### config.mk
export PLATFORM = sky130hd
export DESIGN_NAME = cnn_mul_rr_mac_arb_flat
export DESIGN_NICKNAME = d
export VERILOG_FILES = /design/src/rtl/cnn_mul_rr_mac_arb_if.sv /design/src/rtl/cnn_mul_rr_mac_arb.sv /design/src/flat_wrapper.sv
export SDC_FILE = /design/constraint.sdc
export NUM_CORES = 1
export LEC_CHECK = 0
export ABC_AREA = 1
export CORE_MARGIN = 2
export CORE_UTILIZATION = 49
export DETAILED_ROUTE_END_ITERATION = 7
export PLACE_DENSITY_LB_ADDON = 0.2
export SYNTH_ARGS = -nofsm -noshare
export SYNTH_HDL_FRONTEND = slang
export SYNTH_SLANG_ARGS = --single-unit
### constraint.sdc
create_clock -name ap_clk -period 2.7 [get_ports ap_clk]
set_input_delay 0.54 -clock ap_clk [delete_from_list [all_inputs] [get_ports ap_clk]]
set_output_delay 0.54 -clock ap_clk [all_outputs]
set_load 0.1 [all_outputs]
### src/rtl/cnn_mul_rr_mac_arb_if.sv
// cnn_mul_rr_mac_arb_if: requester, shared-multiplier and response signals of the MAC arbiter
interface cnn_mul_rr_mac_arb_if #(
  parameter int NUM_REQ = 4,
  parameter int A_W = 9,
  parameter int B_W = 14,
  parameter int P_W = 24,
  parameter int ACC_W = 32
);
  logic [NUM_REQ-1:0] req_valid;
  logic [NUM_REQ-1:0] req_ready;
  logic [NUM_REQ*A_W-1:0] req_a;
  logic [NUM_REQ*B_W-1:0] req_b;
  logic [NUM_REQ-1:0] req_last;
  logic [A_W-1:0] mul_a;
  logic [B_W-1:0] mul_b;
  logic [P_W-1:0] mul_p;
  logic [NUM_REQ-1:0] rsp_valid;
  logic [ACC_W-1:0] rsp_data;
  logic busy;
  modport master (
    output req_valid, req_a, req_b, req_last, mul_p,
    input req_ready, mul_a, mul_b, rsp_valid, rsp_data, busy
  );
  modport slave (
    input req_valid, req_a, req_b, req_last, mul_p,
    output req_ready, mul_a, mul_b, rsp_valid, rsp_data, busy
  );
endinterface

### src/rtl/cnn_mul_rr_mac_arb.sv
// cnn_mul_rr_mac_arb: round-robin sharing of one multiplier with a private accumulator per requester
module cnn_mul_rr_mac_arb #(
  parameter int NUM_REQ = 4,
  parameter int A_W = 9,
  parameter int B_W = 14,
  parameter int P_W = 24,
  parameter int ACC_W = 32
) (
  input logic ap_clk,
  input logic ap_rst_n,
  cnn_mul_rr_mac_arb_if.slave bus
);
  localparam int IW = $clog2(NUM_REQ);
  logic [IW-1:0] ptr, gid, s1_id;
  logic found, s1_vld, s1_last;
  logic [A_W-1:0] s1_a;
  logic [B_W-1:0] s1_b;
  logic [ACC_W-1:0] acc [NUM_REQ];
  logic [ACC_W-1:0] sum;
  int idx;
  always_comb begin
    gid = '0;
    found = 1'b0;
    idx = 0;
    for (int k = 0; k < NUM_REQ; k++) begin
      idx = (int'(ptr) + k) % NUM_REQ;
      if (!found && bus.req_valid[idx[IW-1:0]]) begin
        found = 1'b1;
        gid = idx[IW-1:0];
      end
    end
  end
  assign bus.req_ready = found ? NUM_REQ'(1) << gid : '0;
  assign bus.mul_a = s1_a;
  assign bus.mul_b = s1_b;
  assign bus.busy = s1_vld | |bus.rsp_valid;
  // commit reads acc in the same cycle it is written, so back-to-back beats of one id never see stale data
  assign sum = acc[s1_id] + {{(ACC_W-P_W){bus.mul_p[P_W-1]}}, bus.mul_p};
  always_ff @(posedge ap_clk or negedge ap_rst_n) begin
    if (!ap_rst_n) begin
      ptr <= '0;
      s1_vld <= 1'b0;
      s1_last <= 1'b0;
      s1_id <= '0;
      s1_a <= '0;
      s1_b <= '0;
      bus.rsp_valid <= '0;
      bus.rsp_data <= '0;
      for (int i = 0; i < NUM_REQ; i++) acc[i] <= '0;
    end else begin
      s1_vld <= found;
      if (found) begin
        ptr <= (gid == IW'(NUM_REQ-1)) ? '0 : gid + 1'b1;
        s1_id <= gid;
        s1_last <= bus.req_last[gid];
        s1_a <= bus.req_a[gid*A_W +: A_W];
        s1_b <= bus.req_b[gid*B_W +: B_W];
      end
      bus.rsp_valid <= '0;
      if (s1_vld) begin
        acc[s1_id] <= s1_last ? '0 : sum;
        if (s1_last) begin
          bus.rsp_valid[s1_id] <= 1'b1;
          bus.rsp_data <= sum;
        end
      end
    end
  end
endmodule

### src/flat_wrapper.sv
// flat-port wrapper written by rule: the top's interface ports become plain ports
module cnn_mul_rr_mac_arb_flat 
#(
  parameter int NUM_REQ = 4,
  parameter int A_W = 9,
  parameter int B_W = 14,
  parameter int P_W = 24,
  parameter int ACC_W = 32
)
  (ap_clk, ap_rst_n, bus_req_valid, bus_req_a, bus_req_b, bus_req_last, bus_mul_p, bus_req_ready, bus_mul_a, bus_mul_b, bus_rsp_valid, bus_rsp_data, bus_busy);
  cnn_mul_rr_mac_arb_if #(.NUM_REQ(NUM_REQ), .A_W(A_W), .B_W(B_W), .P_W(P_W), .ACC_W(ACC_W)) bus_i ();
  input logic ap_clk;
  input logic ap_rst_n;
  input wire logic [$bits(bus_i.req_valid)-1:0] bus_req_valid;
  input wire logic [$bits(bus_i.req_a)-1:0] bus_req_a;
  input wire logic [$bits(bus_i.req_b)-1:0] bus_req_b;
  input wire logic [$bits(bus_i.req_last)-1:0] bus_req_last;
  input wire logic [$bits(bus_i.mul_p)-1:0] bus_mul_p;
  output wire logic [$bits(bus_i.req_ready)-1:0] bus_req_ready;
  output wire logic [$bits(bus_i.mul_a)-1:0] bus_mul_a;
  output wire logic [$bits(bus_i.mul_b)-1:0] bus_mul_b;
  output wire logic [$bits(bus_i.rsp_valid)-1:0] bus_rsp_valid;
  output wire logic [$bits(bus_i.rsp_data)-1:0] bus_rsp_data;
  output wire logic [$bits(bus_i.busy)-1:0] bus_busy;
  assign bus_i.req_valid = bus_req_valid;
  assign bus_i.req_a = bus_req_a;
  assign bus_i.req_b = bus_req_b;
  assign bus_i.req_last = bus_req_last;
  assign bus_i.mul_p = bus_mul_p;
  assign bus_req_ready = bus_i.req_ready;
  assign bus_mul_a = bus_i.mul_a;
  assign bus_mul_b = bus_i.mul_b;
  assign bus_rsp_valid = bus_i.rsp_valid;
  assign bus_rsp_data = bus_i.rsp_data;
  assign bus_busy = bus_i.busy;
  cnn_mul_rr_mac_arb #(.NUM_REQ(NUM_REQ), .A_W(A_W), .B_W(B_W), .P_W(P_W), .ACC_W(ACC_W)) u_core (.ap_clk(ap_clk), .ap_rst_n(ap_rst_n), .bus(bus_i));
endmodule
# After elaboration in Yosys (flattened, before gate mapping)
# Index checks and enable logic that the tools add are counted.
[classes] addsub=5 multipliers=2 magnitude_cmp=9 eq_ne=1 n_shift=3 mux=31 bitwise_logic=2 n_reduce_logical=10
[op_table] operator="$bwmux W128" count=1
[op_table] operator="$mux W32" count=4
[op_table] operator="$bmux W32 S2" count=1
[op_table] operator="$demux W32 S2" count=1
[op_table] operator="$shiftx A56 B7 Y14" count=1
[op_table] operator="$shiftx A36 B7 Y9" count=1
[op_table] operator="$add A32 B32 Y32" count=1
[op_table] operator="$lt A2 B3 Y1 const B" count=6
[op_table] operator="$mux W4" count=3
[op_table] operator="$bmux W1 S2" count=5
[op_table] operator="$mux W1" count=10
[op_table] operator="$mux W2" count=5
[op_table] operator="$mul A2 B4 Y6 const B" count=1
[op_table] operator="$logic_and A1 B1 Y1" count=5
[op_table] operator="$mul A2 B3 Y5 const B" count=1
[op_table] operator="$add A2 B1 Y2 const B" count=2
[op_table] operator="$add A2 B2 Y2 const B" count=2
[op_table] operator="$reduce_or A4 Y1" count=1
[op_table] operator="$shl A1 B2 Y4 const A" count=1
[op_table] operator="$ge A3 B3 Y1 const B" count=1
[op_table] operator="$logic_not A1 Y1" count=3
[op_table] operator="$lt A3 B1 Y1 const B" count=1
[op_table] operator="$not A2 Y3" count=1
[op_table] operator="$demux W1 S2" count=1
[op_table] operator="4 further kinds" count=4
[totals] reg_bits=193 in_bits=126 output_inout_bits=64 wordCells=75

# Logic depth before layout (Yosys ltp)
[logic_depth] word_depth=14 ltp_mapped=19 mapped_depth_nobuf=19

# Least setup slack after synthesis
# OpenSTA, ideal clock, no wires.
[synth_timing] path_kind="input port to output port" startpoint="input port bus_req_valid[3]" endpoint="output port bus_req_ready[3]" t_arrival_ns=2.301 t_required_ns=2.160 slack_ns=-0.141 cell_stages=13 path_cell_list="inv_1 -> nand2_1 -> nand3_1 -> nand2_2 -> nor2_4 -> nand3_2 -> nand3_2 -> nand2_4 -> inv_4 -> buf_4 -> ha_1 -> nand2_1 -> inv_1"
[synth_between] elab_chain_cells=14 word_cells_on_any_way=24 cone_classes="shift: 1; mux: 17; reduce/logical: 6"
[synth_lines] element="start, declared" line_no="flat_wrapper.sv:14" text="input wire logic [$bits(bus_i.req_valid)-1:0] bus_req_valid;"
[synth_lines] element="$bmux W1 S2" line_no="cnn_mul_rr_mac_arb.sv:27" text="if (!found && bus.req_valid[idx[IW-1:0]]) begin"
[synth_lines] element="$mux W1 (implied by the code)" line_no="cnn_mul_rr_mac_arb.sv:27"
[synth_lines] element="$mux W1" line_no="cnn_mul_rr_mac_arb.sv:27"
[synth_lines] element="$logic_not A1 Y1" line_no="cnn_mul_rr_mac_arb.sv:27"
[synth_lines] element="$logic_and A1 B1 Y1" line_no="cnn_mul_rr_mac_arb.sv:27"
[synth_lines] element="$mux W1" line_no="cnn_mul_rr_mac_arb.sv:27"
[synth_lines] element="$logic_not A1 Y1" line_no="cnn_mul_rr_mac_arb.sv:27"
[synth_lines] element="$logic_and A1 B1 Y1" line_no="cnn_mul_rr_mac_arb.sv:27"
[synth_lines] element="$mux W1" line_no="cnn_mul_rr_mac_arb.sv:27"
[synth_lines] element="$logic_not A1 Y1" line_no="cnn_mul_rr_mac_arb.sv:27"
[synth_lines] element="$logic_and A1 B1 Y1" line_no="cnn_mul_rr_mac_arb.sv:27"
[synth_lines] element="$mux W2 (*)" line_no="cnn_mul_rr_mac_arb.sv:27"
[synth_lines] element="net u_core.gid[1]" line_no="cnn_mul_rr_mac_arb.sv:14" text="logic [IW-1:0] ptr, gid, s1_id;"
[synth_lines] element="$shl A1 B2 Y4 (*)" line_no="cnn_mul_rr_mac_arb.sv:33" text="assign bus.req_ready = found ? NUM_REQ'(1) << gid : '0;"
[synth_lines] element="$mux W4 (*)" line_no="cnn_mul_rr_mac_arb.sv:33"
[synth_lines] element="end, declared" line_no="flat_wrapper.sv:19" text="output wire logic [$bits(bus_i.req_ready)-1:0] bus_req_ready;"
# Mark *: on every way through the listed nets, which the timed path passes. The rest lies on a longest branch. The select of a mux whose other input is x is not followed.

# Worst setup path in the final report
[layout_timing] startpoint="input port bus_req_valid[1]" endpoint="output port bus_req_ready[1]"
# The elaborated chain is that of the path after synthesis.

==> flow_summary.json <==
{
  "status": "finished, violations left",
  "violations": "negative setup slack",
  "start_util": 0.499,
  "grt.busiest_layer": "met2",
  "grt_max_degree": 70,
  "setup_ws_ns": -0.306,
  "antenna_found_initial": 0,
  "n_fill_cell": 1238,
  "drc": 0,
  "yosys-top-cells-count": "617 x nand2_1, 193 x dfrtp_1, 171 x nand3_1",
  "min_path_type": "in2async",
  "synth_area_per_cell_um2": 7.17,
  "yosys_warnings": 0,
  "htreeDepth": 4,
  "max_freq_mhz": 333,
  "path_cells": "clkdlybuf4s50_1 -> inv_2 -> nand2_2 -> nand3_4 -> nand2_4 -> nor2_1 -> nor2_1 -> nand2_2 -> nand2_4 -> inv_2 -> ha_1 -> nand2_2 -> clkinvlp_4 -> buf_12",
  "rr_startpoint": "u_core.s1_id[0]",
  "num_rows": 55,
  "ios": 190,
  "cp_data_required_time_ns": 2.16,
  "path_buf_inv": 5,
  "critPathArrivalTime_ns": 2.47,
  "dpl.hpwl_um": 25800,
  "cts_buffers": 17,
  "end_kind": "primary output",
  "crit_path_start": "bus_req_valid[1]",
  "globalRouteMet1Util": 0.434,
  "vias": 13700,
  "firstDrtPassIters": 6,
  "gr-usage-all-layers": 0.335,
  "synth-edff-count": 0,
  "setup_viol": 128,
  "cp_common_cell": "nand2_2",
  "worstMarginPinSlew_ns": 0.677,
  "synth_ff_type": "dfrtp_1",
  "die_x_um": 156,
  "path_depth": 14,
  "tns_ns": -20.15,
  "clock-sinks": 193,
  "startpoint_type": "input pin",
  "postSynthCellCount": 1581,
  "placement.cell_area_um2": 14600,
  "seq_area_frac_synth": 0.426,
  "fin_skew_ns": 0.0137,
  "rsz0062_at_grt": "yes",
  "syn_nets": 1743,
  "clk_path_buf_depth": 2,
  "fin_crit_ns": 3.01,
  "cts_tree": "built",
  "hold_viol_final": 0,
  "r2r_end": "u_core.acc[52]",
  "crit_end": "bus_req_ready[1]",
  "relSlewSlack": 0.548,
  "worstSetupPathType": "in2out",
  "wire_per_inst_um": 21.8,
  "yosys.cell_count.top_type": "nand2_1",
  "async_reset_ff_frac": 1.00,
  "core_um2": 22700,
  "yosysTopAreaCell": "dfrtp_1",
  "grt_first_pass_wirelength_um": 64200,
  "die_h_um": 156,
  "maxSlewViolCount": 0,
  "use_met3": 0.0600,
  "clkTransAtPathRegs_ns": 0.08,
  "synth.top_cell.area_share": 0.426,
  "period_share": 1.11,
  "crit_slowest_cell": "clkdlybuf4s50_1",
  "yosys-top-cells-area": "dfrtp_1 43%, nand2_1 20%, nand3_1 7.5%, inv_1 4.8%, ha_1 3.9%",
  "grt_overflow": 0,
  "syn2layout_area_growth_pct": 64.3,
  "yosysUniqueCellTypes": 40,
  "synth_area_um2": 11300,
  "stdcell_area_um2": 18600,
  "vias_per_cell": 6.12,
  "grt_use_met2": 0.551,
  "final_nets": 2109,
  "ys_seq_elements": 193,
  "drive_above_1_share": 0.408,
  "wl_um": 49000,
  "grt_pass1_vias": 12500,
  "crit_fanout": 4,
  "r2r_cells": 18,
  "postRouteAntennaNets": 0,
  "maxCapViolCount": 0,
  "clock-root-buffer": "clkbuf_16",
  "dieArea_um2": 24400,
  "initialDrtViolationCount": 1738,
  "worst_path_largest_cell_delay_ns": 0.53,
  "antenna_cells": 0,
  "gp_congestion": 0.941,
  "r2r_slack_ns": -0.29,
  "clkLatencyLatePin_ns": 0.45,
  "io_buffers": 189,
  "cp_top_family": "buffers and inverters"
}
[metal layers]
metal | up-vias | routed length (um)
met3 | 313 | 5540
met5 | - | 0
met2 | 1147 | 22400
li1 | 5850 | -
met1 | 6422 | 17700
met4 | 0 | 3320
[kinds of logic (layout without fill, tap and decap cells)]
kind of cell / count (synthesis) / in the layout / synth area share
xor gates and xnor gates: 16 / 16 / 0.0124
DFF: 193 / 193 / 0.426
adders and majority gates: 36 / 36 / 0.0404
buffers and inverters: 223 / 602 / 0.0778
AOI/OAI and AO/OA: 196 / 196 / 0.104
and+or+nand+nor: 917 / 917 / 0.340
[state kept, by name, indices dropped and copies added, names as in the netlist]
register,cells
u_core.acc,128
u_core.bus.mul_a,9
u_core.bus.mul_b,14
u_core.bus.rsp_data,32
u_core.bus.rsp_valid,4
u_core.ptr,2
u_core.s1_id,2
u_core.s1_last,1
u_core.s1_vld,1
[cells in the final DEF (no fill, tap or decap), types with 14 or more instances in the layout]
master | Yosys | routed
nand2_1 | 617 | 462
buf_4 | 3 | 234
dfrtp_1 | 193 | 190
clkdlybuf4s50_1 | 0 | 123
inv_1 | 144 | 115
nand2_2 | 4 | 97
nand3_1 | 171 | 94
nand3_2 | 3 | 69
nand2_4 | 1 | 58
buf_6 | 2 | 38
a22oi_2 | 0 | 35
ha_4 | 0 | 32
nor2_1 | 64 | 30
o21ai_1 | 2 | 28
nor2_4 | 2 | 25
o21ai_0 | 75 | 25
inv_2 | 4 | 22
o21ai_2 | 0 | 20
a21oi_2 | 0 | 19
clkbuf_16 | 0 | 19
nand3b_1 | 17 | 17
buf_12 | 0 | 17
nand4_1 | 15 | 15
a21oi_4 | 0 | 14
[final cells by class]
| cell class | instances | area [um2] | share of cell area |
|---|---|---|---|
| clock buffers | 18 | 429 | 0.0230 |
| clock inverters | 14 | 173 | 0.00927 |
| inverters | 151 | 617 | 0.0331 |
| multi-input cells | 1165 | 8340 | 0.448 |
| flip-flops and latches | 193 | 4830 | 0.259 |
| well taps | 285 | 357 | 0.0191 |
| repair buffers | 418 | 3870 | 0.208 |
| repair inverters | 1 | 8.76 | 0.000470 |
[metrics by stage]
stage           util  setup WS [ns]  hold WS, ns  cells
5_1_grt        0.820         -0.396        0.149   2245
6_report       0.820         -0.306        0.104   2245
4_1_cts        0.753         -0.189        0.135   2219
2_1_floorplan      -       -0.00844        0.244   1581
3_5_place_dp   0.645         -0.294        0.466   2158
3_3_place_gp   0.645         -0.294        0.461   2158
[repair_timing]
action | CTS | global route
gates cloned | 1 | 3
gates resized for setup | 378 | 319
buffers inserted | 32 | 23
setup endpoints to repair | 132 | 144
pin swaps | 136 | 143
endpoints found under the hold margin | 0 | 0
hold buffers | 0 | 0
[worst min-delay path by stage]
stage,start,to,slack [ns],cells past startpoint
after floorplan,ap_rst_n,u_core.acc[0],0.24,0
after global placement,u_core.acc[64],u_core.acc[64],0.46,2
after detailed placement,u_core.acc[64],u_core.acc[64],0.47,2
after CTS,ap_rst_n,u_core.bus.rsp_data[5],0.14,1
after global routing,ap_rst_n,u_core.acc[104],0.15,1
final,ap_rst_n,u_core.acc[72],0.10,1
Power is left out: the tool's default activity adds up to more than one toggle a clock period on the data nets, which glitch-free logic cannot reach.
